### config.mk
export PLATFORM = sky130hd
export DESIGN_NAME = mmul_sequencer
export DESIGN_NICKNAME = d
export VERILOG_FILES = /design/src/rtl/mmul_sequencer.sv
export SDC_FILE = /design/constraint.sdc
export NUM_CORES = 1
export LEC_CHECK = 0
export ABC_CLOCK_PERIOD_IN_PS = 5950
export CAP_MARGIN = 10
export CORE_MARGIN = 1.5
export CORE_UTILIZATION = 55
export DETAILED_ROUTE_END_ITERATION = 16
export PLACE_DENSITY = 0.86
export SLEW_MARGIN = 20
export SYNTH_ARGS = -nofsm -noshare
export SYNTH_HDL_FRONTEND = slang
export SYNTH_SLANG_ARGS = --single-unit
export TNS_END_PERCENT = 20
### constraint.sdc
create_clock -name clk_i -period 5.95 [get_ports clk_i]
set_input_delay 0.595 -clock clk_i [delete_from_list [all_inputs] [get_ports clk_i]]
set_output_delay 0.595 -clock clk_i [all_outputs]
set_load 0.02 [all_outputs]
### src/rtl/mmul_sequencer.sv
// Sequencer for one tiled matrix multiply: streams A/B row pairs into the
// systolic array, waits for it to drain, then writes the NxN result tile back.
module mmul_sequencer #(
    parameter int N      = 4,
    parameter int ADDR_W = 8,
    parameter int DRAIN  = 3*N-2,
    localparam int ROW_W = (N > 1) ? $clog2(N) : 1
) (
    input  logic              clk_i,
    input  logic              rst_i,
    input  logic              start_i,
    input  logic [ADDR_W-1:0] base_a_i,
    input  logic [ADDR_W-1:0] base_b_i,
    input  logic [ADDR_W-1:0] base_c_i,
    input  logic [ADDR_W-1:0] k_len_i,
    input  logic              stall_i,
    input  logic              last_i,
    output logic              valid_o,
    output logic              we_o,
    output logic [ADDR_W-1:0] addr_a_o,
    output logic [ADDR_W-1:0] addr_b_o,
    output logic              we_c_o,
    output logic [ADDR_W-1:0] addr_c_o,
    output logic [ROW_W-1:0]  row_sel_o,
    output logic              busy_o,
    output logic              done_o
);

    localparam int DRAIN_W = (DRAIN > 1) ? $clog2(DRAIN + 1) : 1;

    typedef enum logic [2:0] {
        S_IDLE,
        S_ISSUE,
        S_WAIT_LAST,
        S_DRAIN,
        S_WRITE,
        S_DONE
    } state_t;

    state_t              state_q, state_d;
    logic [ADDR_W-1:0]   beat_q, beat_d;
    logic [ROW_W-1:0]    row_q, row_d;
    logic [DRAIN_W-1:0]  drain_q, drain_d;
    logic [ADDR_W-1:0]   base_a_q, base_b_q, base_c_q, k_len_q;
    logic                cfg_load;

    always_ff @(posedge clk_i) begin
        if (rst_i) begin
            state_q <= S_IDLE;
        end else begin
            state_q <= state_d;
        end
    end

    // Beat/row/drain counters and the command captured at start.
    always_ff @(posedge clk_i) begin
        if (rst_i) begin
            beat_q   <= '0;
            row_q    <= '0;
            drain_q  <= '0;
            base_a_q <= '0;
            base_b_q <= '0;
            base_c_q <= '0;
            k_len_q  <= '0;
        end else begin
            beat_q  <= beat_d;
            row_q   <= row_d;
            drain_q <= drain_d;
            if (cfg_load) begin
                base_a_q <= base_a_i;
                base_b_q <= base_b_i;
                base_c_q <= base_c_i;
                k_len_q  <= k_len_i;
            end
        end
    end

    always_comb begin
        state_d   = state_q;
        beat_d    = beat_q;
        row_d     = row_q;
        drain_d   = drain_q;
        cfg_load  = 1'b0;
        valid_o   = 1'b0;
        we_o      = 1'b0;
        addr_a_o  = '0;
        addr_b_o  = '0;
        we_c_o    = 1'b0;
        addr_c_o  = '0;
        row_sel_o = '0;
        busy_o    = (state_q != S_IDLE) && (state_q != S_DONE);
        done_o    = 1'b0;

        case (state_q)
            S_IDLE: begin
                if (start_i) begin
                    cfg_load = 1'b1;
                    beat_d   = '0;
                    row_d    = '0;
                    drain_d  = '0;
                    state_d  = (k_len_i == '0) ? S_DONE : S_ISSUE;
                end
            end
            S_ISSUE: begin
                if (!stall_i) begin
                    valid_o  = 1'b1;
                    addr_a_o = base_a_q + beat_q;
                    addr_b_o = base_b_q + beat_q;
                    if (beat_q == k_len_q - ADDR_W'(1)) begin
                        // A last_i coinciding with the final beat skips WAIT_LAST.
                        we_o    = 1'b1;
                        beat_d  = '0;
                        state_d = last_i ? S_DRAIN : S_WAIT_LAST;
                    end else begin
                        beat_d = beat_q + ADDR_W'(1);
                    end
                end
            end
            S_WAIT_LAST: begin
                if (last_i) begin
                    state_d = S_DRAIN;
                end
            end
            S_DRAIN: begin
                if (drain_q == DRAIN_W'(DRAIN - 1)) begin
                    drain_d = '0;
                    state_d = S_WRITE;
                end else begin
                    drain_d = drain_q + DRAIN_W'(1);
                end
            end
            S_WRITE: begin
                if (!stall_i) begin
                    we_c_o    = 1'b1;
                    addr_c_o  = base_c_q + ADDR_W'(row_q);
                    row_sel_o = row_q;
                    if (row_q == ROW_W'(N - 1)) begin
                        row_d   = '0;
                        state_d = S_DONE;
                    end else begin
                        row_d = row_q + ROW_W'(1);
                    end
                end
            end
            S_DONE: begin
                done_o  = 1'b1;
                state_d = S_IDLE;
            end
            default: begin
                state_d = S_IDLE;
            end
        endcase
    end

endmodule

== After elaboration in Yosys (flattened, before gate mapping) ==
Index checks and enable logic that the tools add are counted.

* Flip-flop bits (word level): 49
* Bits of input ports: 37
* Output and inout port bits: 31
* Logic and storage cells: 80

* Add/subtract/negate cells: 7
* Eq/ne operators: 16
* Muxes and demuxes: 38
* Reductions and logical operators: 11

{| class="wikitable"
|+ Operators with widths
! kind !! number
|-
| two-way mux 8 bit || 9
|-
| two-way mux 3 bit || 8
|-
| adder 8 bit || 2
|-
| case mux 8 bit (2 select lines) || 1
|-
| case mux 3 bit (5 select lines) || 1
|-
| != test 2 bit, second input constant || 7
|-
| two-way mux 1 bit || 10
|-
| two-way mux 2 bit || 5
|-
| adder 8 x 1 -> 8 bit, second input constant || 1
|-
| adder 8 x 2 -> 8 bit || 1
|-
| == test 8 bit || 1
|-
| logical NOT 8 bit || 1
|-
| two-way mux 4 bit || 2
|-
| case mux 4 bit (2 select lines) || 1
|-
| subtractor 8 x 1 -> 8 bit, second input constant || 1
|-
| AND reduction 7 bit || 1
|-
| == test 3 x 2 -> 1 bit, second input constant || 2
|-
| == test 3 bit, second input constant || 2
|-
| AND reduction 3 bit || 2
|-
| nonzero test 2 bit || 3
|-
| adder 4 x 1 -> 4 bit, second input constant || 1
|-
| == test 4 bit, second input constant || 1
|-
| case mux 2 bit (2 select lines) || 1
|-
| == test 3 x 1 -> 1 bit, second input constant || 1
|-
| 7 further kinds || 7
|}

== Logic depth before layout (Yosys ltp) ==
Gate-level depths: netlist of run 1.

* Depth after elaboration: 5
* Gate-level depth with buffers: 7
* Mapped depth without buffers: 7

== Worst setup path after synthesis of run 1 ==
Ideal clock, no wire load.

* Path type: flip-flop to output port
* From: reg beat_q[0]
* To: out addr_a_o[6]
* Arrival: 2.022 ns
* Required time: 5.355 ns
* Path slack: 3.333 ns
* Cell stages (with the launch flop): 8
* Path buffers: 0
* Cell sequence: dfxtp_1 > ha_1 > fa_1 > a21o_1 > a21oi_1 > o21bai_1 > a21oi_1 > mux2i_1

* Longest elaborated chain between the ends: 3

{| class="wikitable"
|+ RTL lines
! what !! RTL line !! source
|-
| start, declared || 41 || <nowiki>logic [ADDR_W-1:0] beat_q, beat_d;</nowiki>
|-
| start signal, assigned || 66 || <nowiki>beat_q <= beat_d;</nowiki>
|-
| adder 8 bit || 107 || <nowiki>addr_a_o = base_a_q + beat_q;</nowiki>
|-
| two-way mux 8 bit || 105 || <nowiki>if (!stall_i) begin</nowiki>
|-
| two-way mux 8 bit || 94 || <nowiki>case (state_q)</nowiki>
|-
| end, declared || 20 || <nowiki>output logic [ADDR_W-1:0] addr_a_o,</nowiki>
|}

No other way between the ends.

== Worst setup path after layout of run 1 ==
* From: reg beat_q[0]
* To: out addr_b_o[6]

* Longest elaborated chain between the ends: 3

{| class="wikitable"
|+ RTL lines
! what !! RTL line !! source
|-
| adder 8 bit || 108 || <nowiki>addr_b_o = base_b_q + beat_q;</nowiki>
|-
| two-way mux 8 bit || 105 ||
|-
| two-way mux 8 bit || 94 ||
|-
| end, declared || 21 || <nowiki>output logic [ADDR_W-1:0] addr_b_o,</nowiki>
|}

No other way between the ends.

==> flow_metrics.py, run 1 <==
metrics = {
    "outcome": {
        "outcome": "completed",
    },
    "power_and_ir_drop": {
        "swShare_pct": 32.90,
        "p_total_mw": 0.7903,
        "switchingPower_mw": 0.2600,
        "vdd_ir_drop_max_mv": 0.1403,
        "combPwrFrac_pct": 26.8,
        "p_seq_share_pct": 48.0,
        "power.internal_mw": 0.5303,
        "p_clk_share_pct": 25.2,
        "power_density_nw_per_um2": 200.6,
        "leakage_nw": 1.571,
    },
    "worst_setup_path": {
        "crit_path_top_delay_cell": "clkdlybuf4s50_1",
        "endpoint": "addr_b_o[6]",
        "r2r_end": "state_q[0]",
        "slowest_delay_ps": 620,
        "required_ps": 5360,
        "end_kind": "primary output",
        "critPathKind": "reg2out",
        "r2r_cells": 5,
        "r2r-start": "k_len_q[0]",
        "critPathLaunch": "beat_q[0]",
        "crit_chain": "ha_1 -> fa_1 -> a21o_1 -> a21oi_1 -> o21bai_1 -> a21oi_1 -> mux2i_1 -> clkdlybuf4s50_1",
        "crit_top_cell": "a21oi_1",
        "cp.arrival_ps": 3000,
        "setup.worst_path.start_class": "flop",
        "crit_fanout": 8,
        "reg2reg_slack_ps": 3910,
    },
    "placed_design": {
        "place.gp.congestion": 0.8547,
        "placed_cells": 526,
        "port_buffers": 67,
        "place_area_sq_um": 3847,
        "dp_hpwl_mm": 5.710,
    },
    "cells_and_area": {
        "stdcell_count": 534,
        "syn_to_final_growth_pct": 24.86,
        "drive_gt1_share_pct": 4.762,
        "diodes": 0,
        "nNetsFinal": 522,
        "fin_area_sq_um": 3940,
        "utilization_pct": 71.55,
    },
    "timing": {
        "period_needed_ps": 3599,
        "clock.fmax_mhz": 277.8,
        "maxSlewViolCount": 0,
        "fin_crit_sh_pct": 60.49,
        "setup_viol": 0,
        "slew_headroom_pct": 53.65,
        "fin_setup_tns_ps": 0,
        "rsz0062_at_grt": "false",
        "fin_skew_ps": 7.929,
        "timing_hold_violations_final": 0,
        "worst_pin_slew_ps": 692.9,
    },
    "floorplan": {
        "pin_count": 68,
        "start_util_pct": 57.31,
        "die_area_sq_um": 6201,
        "core-area_sq_um": 5507,
        "die_y_um": 78.75,
        "row_count": 27,
        "chipWidth_um": 78.75,
    },
    "cts": {
        "clk_pin_slew_ps": 90,
        "cts_resized": 0,
        "tritoncts": "done",
        "cts.sinks": 49,
        "post_cts.repair.setup_buffers": 0,
        "cts_buffers": 5,
        "cts_buffer_depth": 2,
        "ctsHoldBuffers": 0,
        "htree_levels": 2,
        "clock_latency_ps": 300,
        "cts_root_buf": "clkbuf_8",
    },
    "logic_synthesis": {
        "postSynthAreaPerCell_sq_um": 7.830,
        "ys.warnings.count": 0,
        "synth_edf_count": 0,
        "synth.top_cell.area_share_pct": 31.09,
        "ys_ff_latch": 49,
        "synth_cells": 403,
        "ys_top_cells_by_area": "dfxtp_1, nand2_1, ha_1",
        "ys_async_sr_fraction_pct": 0,
        "synth_cell_types": 53,
        "yosys.area.top_type": "dfxtp_1",
        "yosysSeqAreaShare_pct": 31.09,
        "synth-main-ff-cell": "dfxtp_1",
        "synthesis.nets": 464,
        "synth_area_sq_um": 3156,
    },
    "global_routing": {
        "grt_pass1_vias": 2948,
        "grt_overflow_total": 0,
        "antenna_found_initial": 0,
        "grt_pass1_wl_mm": 13.28,
        "grtUsageTotal_pct": 26.51,
        "grt_max_degree": 46,
    },
    "drt": {
        "vias_per_cell": 5.650,
        "vias": 3017,
        "drc": 0,
        "ant_nets": 0,
        "wl_mm": 7.712,
        "drt_iter0_drc": 155,
        "wire_per_inst_um": 14.44,
        "first_pass_iters": 4,
    },
    "run": {
        "max-cap-violations": 0,
    },
    "hold_path": {
        "hold_class": "reg2reg",
        "hp-start": "base_c_q[0]",
    },
}
## worst max-delay path, delay by kind of cell (launching register included)
kind / cells / cell delay (ps)
muxes: 1 / 220
DFF: 1 / 420
buffers and inverters: 1 / 620
adders and majority gates: 2 / 680
AOI/OAI and AO/OA: 4 / 770
## metrics by stage
stage	worst slack (ps)	hold WS [ps]
4_1_cts	2352	464.3
2_1_floorplan	3333	436.5
6_report	2351	463.1
5_1_grt	2146	492.6
3_3_place_gp	2674	448.6
3_5_place_dp	2621	450.9
## layout make-up
cell class | count | area, sq um
multi-input combinational | 326 | 2056
fill | 458 | 1567
sequential | 49 | 980.9
timing repair buffer | 69 | 685.7
tap | 72 | 90.09
clock buffer | 5 | 68.82
inverter | 10 | 37.54
clock inverter | 3 | 21.27
## cells in the mapped netlist (2+ instances only)
library cell   n
a2111oi_0      2
a211oi_1       2
a21o_1         8
a21oi_1       50
a22o_1         2
a311oi_1       2
a31oi_1        3
and2_1         8
and2b_2        4
and3_1         4
and4_1         3
clkbuf_1      16
dfxtp_1       49
fa_1           3
ha_1          21
inv_1          9
mux2i_1        3
nand2_1       84
nand3_1        7
nand3b_1       4
nand4_1        2
nor2_1        36
nor2b_1        3
nor3_1         5
nor4_1         2
o2111ai_1      4
o21a_1         4
o21ai_0        3
o21bai_1       4
or3_1          3
xnor2_1       18
xor2_1        14
## power groups by stage
stage	combinational [mW]	clock [mW]	sequential, mW
4_1_cts	0.210	0.202	0.379
6_report	0.212	0.199	0.379
5_1_grt	0.236	0.216	0.384
3_5_place_dp	0.209	0	0.387
2_1_floorplan	0.149	0	0.375
3_3_place_gp	0.203	0	0.385
## worst min-delay path by stage
| stage | endpoint | slack, ps | depth (start not counted) |
|---|---|---|---|
| final | base_c_q[0] | 460 | 2 |
| after global routing | base_b_q[3] | 490 | 2 |
| after CTS | base_c_q[0] | 460 | 2 |
| after detailed placement | base_c_q[0] | 450 | 2 |
| after global placement | base_b_q[2] | 450 | 2 |
| after floorplan | drain_q[3] | 440 | 1 |
## sequential cells by signal (all words and copies together), names as in the netlist
signal / count
base_b_q: 8
drain_q: 4
base_a_q: 8
beat_q: 8
row_q: 2
base_c_q: 8
k_len_q: 8
state_q: 3
## layer usage
metal / vias up / global-route usage [%] / wire length (um)
met4: 0 / 7.500 / 126
met5: - / 0 / 0
met3: 15 / 3.678 / 420
met1: 1380 / 33.74 / 3296
met2: 108 / 46.64 / 3868
li1: 1514 / - / -
## layout by cell type (no fill, tap or decap), types with 3 or more instances in the layout
cell type        count
ha_1                21
xor2_1              14
a21oi_1             50
and2_1               8
or3_1                3
xnor2_1             18
and4_1               3
o2111ai_1            4
nor3_1               5
o21ai_0              3
nand3b_1             4
and2b_2              4
a31oi_1              3
mux2i_1              3
nand3_1              7
nand2_1             83
fa_1                 3
dfxtp_1             49
o21bai_1             4
clkbuf_8             5
a21o_1               8
inv_1                9
nor2b_1              3
and3_1               4
o21a_1               4
nor2_1              36
clkdlybuf4s50_1     67
## cells by family (layout without fill, tap and decap cells)
| family | after synthesis | after routing | share of synthesized area [%] |
|---|---|---|---|
| AND/OR/NAND/NOR | 175 | 175 | 26.25 |
| flip-flops | 49 | 49 | 31.09 |
| multiplexers | 3 | 3 | 0.9517 |
| buffers and inverters | 28 | 87 | 3.846 |
| AO/OA/AOI/OAI | 92 | 92 | 18.76 |
| adder cells (fa/ha/maj) | 24 | 24 | 10.23 |
| XOR/XNOR | 32 | 32 | 8.882 |
Note: power is estimated with default switching activity, not from simulation.
==> inputs of run 2 (changes only) <==
--- a/config.mk
+++ b/config.mk
@@ -5,12 +5,12 @@
 export SDC_FILE = /design/constraint.sdc
 export NUM_CORES = 1
 export LEC_CHECK = 0
-export ABC_CLOCK_PERIOD_IN_PS = 5950
+export ABC_CLOCK_PERIOD_IN_PS = 3070
 export CAP_MARGIN = 10
 export CORE_MARGIN = 1.5
-export CORE_UTILIZATION = 55
+export CORE_UTILIZATION = 46
 export DETAILED_ROUTE_END_ITERATION = 16
-export PLACE_DENSITY = 0.86
+export PLACE_DENSITY = 0.76
 export SLEW_MARGIN = 20
 export SYNTH_ARGS = -nofsm -noshare
 export SYNTH_HDL_FRONTEND = slang
==> constraint.sdc (replaced) <==
create_clock -name clk_i -period 3.07 [get_ports clk_i]
set_input_delay 0.307 -clock clk_i [delete_from_list [all_inputs] [get_ports clk_i]]
set_output_delay 0.307 -clock clk_i [all_outputs]
set_load 0.02 [all_outputs]
==> flow_metrics.py, run 2 (synthesis gave the netlist of run 1 again) <==
metrics = {
    "outcome": {
        "outcome": "completed",
    },
    "cts": {
        "cts.sinks": 49,
        "tritoncts": "done",
        "cts_buffers": 5,
        "cts_root_buf": "clkbuf_8",
        "clock_latency_ps": 300,
        "htree_levels": 2,
        "clk_pin_slew_ps": 90,
        "post_cts.repair.setup_buffers": 0,
        "cts_buffer_depth": 2,
    },
    "timing": {
        "setup_viol": 0,
        "fin_skew_ps": 9.336,
        "maxSlewViolCount": 0,
        "slew_headroom_pct": 57.48,
        "fin_setup_tns_ps": 0,
        "worst_pin_slew_ps": 636.3,
        "fin_ws_ps": 164.0,
        "timing_hold_violations_final": 0,
        "period_needed_ps": 2906,
        "clock.fmax_mhz": 344.1,
        "fin_crit_sh_pct": 94.66,
    },
    "global_routing": {
        "grt_max_degree": 20,
        "grt_pass1_wl_mm": 13.11,
        "antenna_found_initial": 0,
        "grtUsageTotal_pct": 22.14,
        "grt_pass1_vias": 2898,
        "grt_overflow_total": 0,
    },
    "cells_and_area": {
        "syn_to_final_growth_pct": 29.50,
        "drive_gt1_share_pct": 7.611,
        "final_common_cell": "nand2_1",
        "multi_input_area_sq_um": 2071,
        "utilization_pct": 60.82,
        "final_cell_mix": "nand2_1, clkdlybuf4s50_1, a21oi_1",
        "nFillCells": 616,
        "nNetsFinal": 533,
        "seqCellArea_sq_um": 987.2,
        "diodes": 0,
    },
    "floorplan": {
        "core-area_sq_um": 6719,
        "pin_count": 68,
        "die_area_sq_um": 7366,
        "start_util_pct": 46.96,
        "die_y_um": 85.83,
        "chipWidth_um": 85.83,
        "row_count": 30,
    },
    "drt": {
        "drt_iter0_drc": 174,
        "wire_per_inst_um": 14.27,
        "vias": 3020,
        "vias_per_cell": 5.461,
        "wl_mm": 7.894,
        "ant_nets": 0,
        "drc": 0,
        "first_pass_iters": 4,
    },
    "worst_setup_path": {
        "slowest_delay_ps": 410,
        "setup.worst_path.start_class": "flop",
        "crit_top_cell": "a21oi_1",
        "crit_fanout": 8,
        "end_kind": "primary output",
        "r2r-start": "beat_q[7]",
        "cp.arrival_ps": 2600,
        "reg2reg_slack_ps": 1040,
        "endpoint": "addr_b_o[6]",
        "r2r_cells": 6,
        "crit_chain": "ha_1 -> fa_1 -> a21o_1 -> a21oi_1 -> o21bai_1 -> a21oi_1 -> mux2i_1 -> dlygate4sd2_1",
        "crit_path_top_delay_cell": "fa_1",
        "r2r_end": "beat_q[0]",
        "critPathKind": "reg2out",
        "critPathLaunch": "beat_q[0]",
        "required_ps": 2760,
    },
    "power_and_ir_drop": {
        "power_density_nw_per_um2": 404.4,
        "leakage_nw": 1.688,
        "vdd_ir_drop_max_mv": 0.2076,
    },
    "placed_design": {
        "place.gp.congestion": 0.8677,
        "place_worst_setup_slack_ps": 147.5,
        "dp_hpwl_mm": 6.078,
        "port_buffers": 67,
    },
    "run": {
        "max-cap-violations": 0,
    },
    "hold_path": {
        "hold_class": "reg2reg",
    },
}
run 2: worst min-delay path by stage:
stage	from	to	slack, ps	depth (start not counted)
floorplan	drain_q[3]	drain_q[3]	440	1
global placement	base_a_q[4]	base_a_q[4]	450	2
detailed placement	base_b_q[3]	base_b_q[3]	450	2
CTS	base_b_q[3]	base_b_q[3]	460	2
global route	base_a_q[4]	base_a_q[4]	480	2
finish	base_b_q[3]	base_b_q[3]	460	2
run 2: layout make-up:
class | count | area share, %
clock buffer | 6 | 2.021
clock inverter | 2 | 0.9186
inverter | 10 | 0.9186
multi-input combinational | 326 | 50.67
sequential | 49 | 24.16
tap | 80 | 2.449
timing repair buffer | 80 | 18.86
run 2: power by group:
group	switching, mW	internal, mW
clock	0.222	0.265
combinational	0.239	0.200
sequential	0.0454	0.680
total	0.507	1.15
run 2: timing repair:
action	CTS	global route
endpoints found under the setup margin	5	6
gates resized for setup	4	6
hold buffers	0	0
run 2: worst max-delay path, delay by kind of cell, from the launching register on:
kind,cells,cell delay (ps)
compound gates,4,710
fa+ha+maj,2,650
buf+inv,1,350
flops,1,380
mux,1,210
run 2: metrics by stage:
stage	power (mW)	hold WS, ps	cell area (sq um)	instances
floorplan	1.015	436.5	3156	403
global placement	1.163	447.4	3940	545
detailed placement	1.174	451.9	3940	545
CTS	1.660	464.9	4065	553
global route	1.739	479.7	4086	553
finish	1.652	460.5	4086	553
run 2: per-layer routing:
layer / GRT usage (%) / part of all wire (%) / vias to the layer above
met5: 0 / 0 / -
met4: 6.012 / 1.7 / 0
met3: 3.369 / 4.9 / 13
met2: 39.37 / 49 / 81
met1: 27.86 / 44 / 1407
li1: - / - / 1519
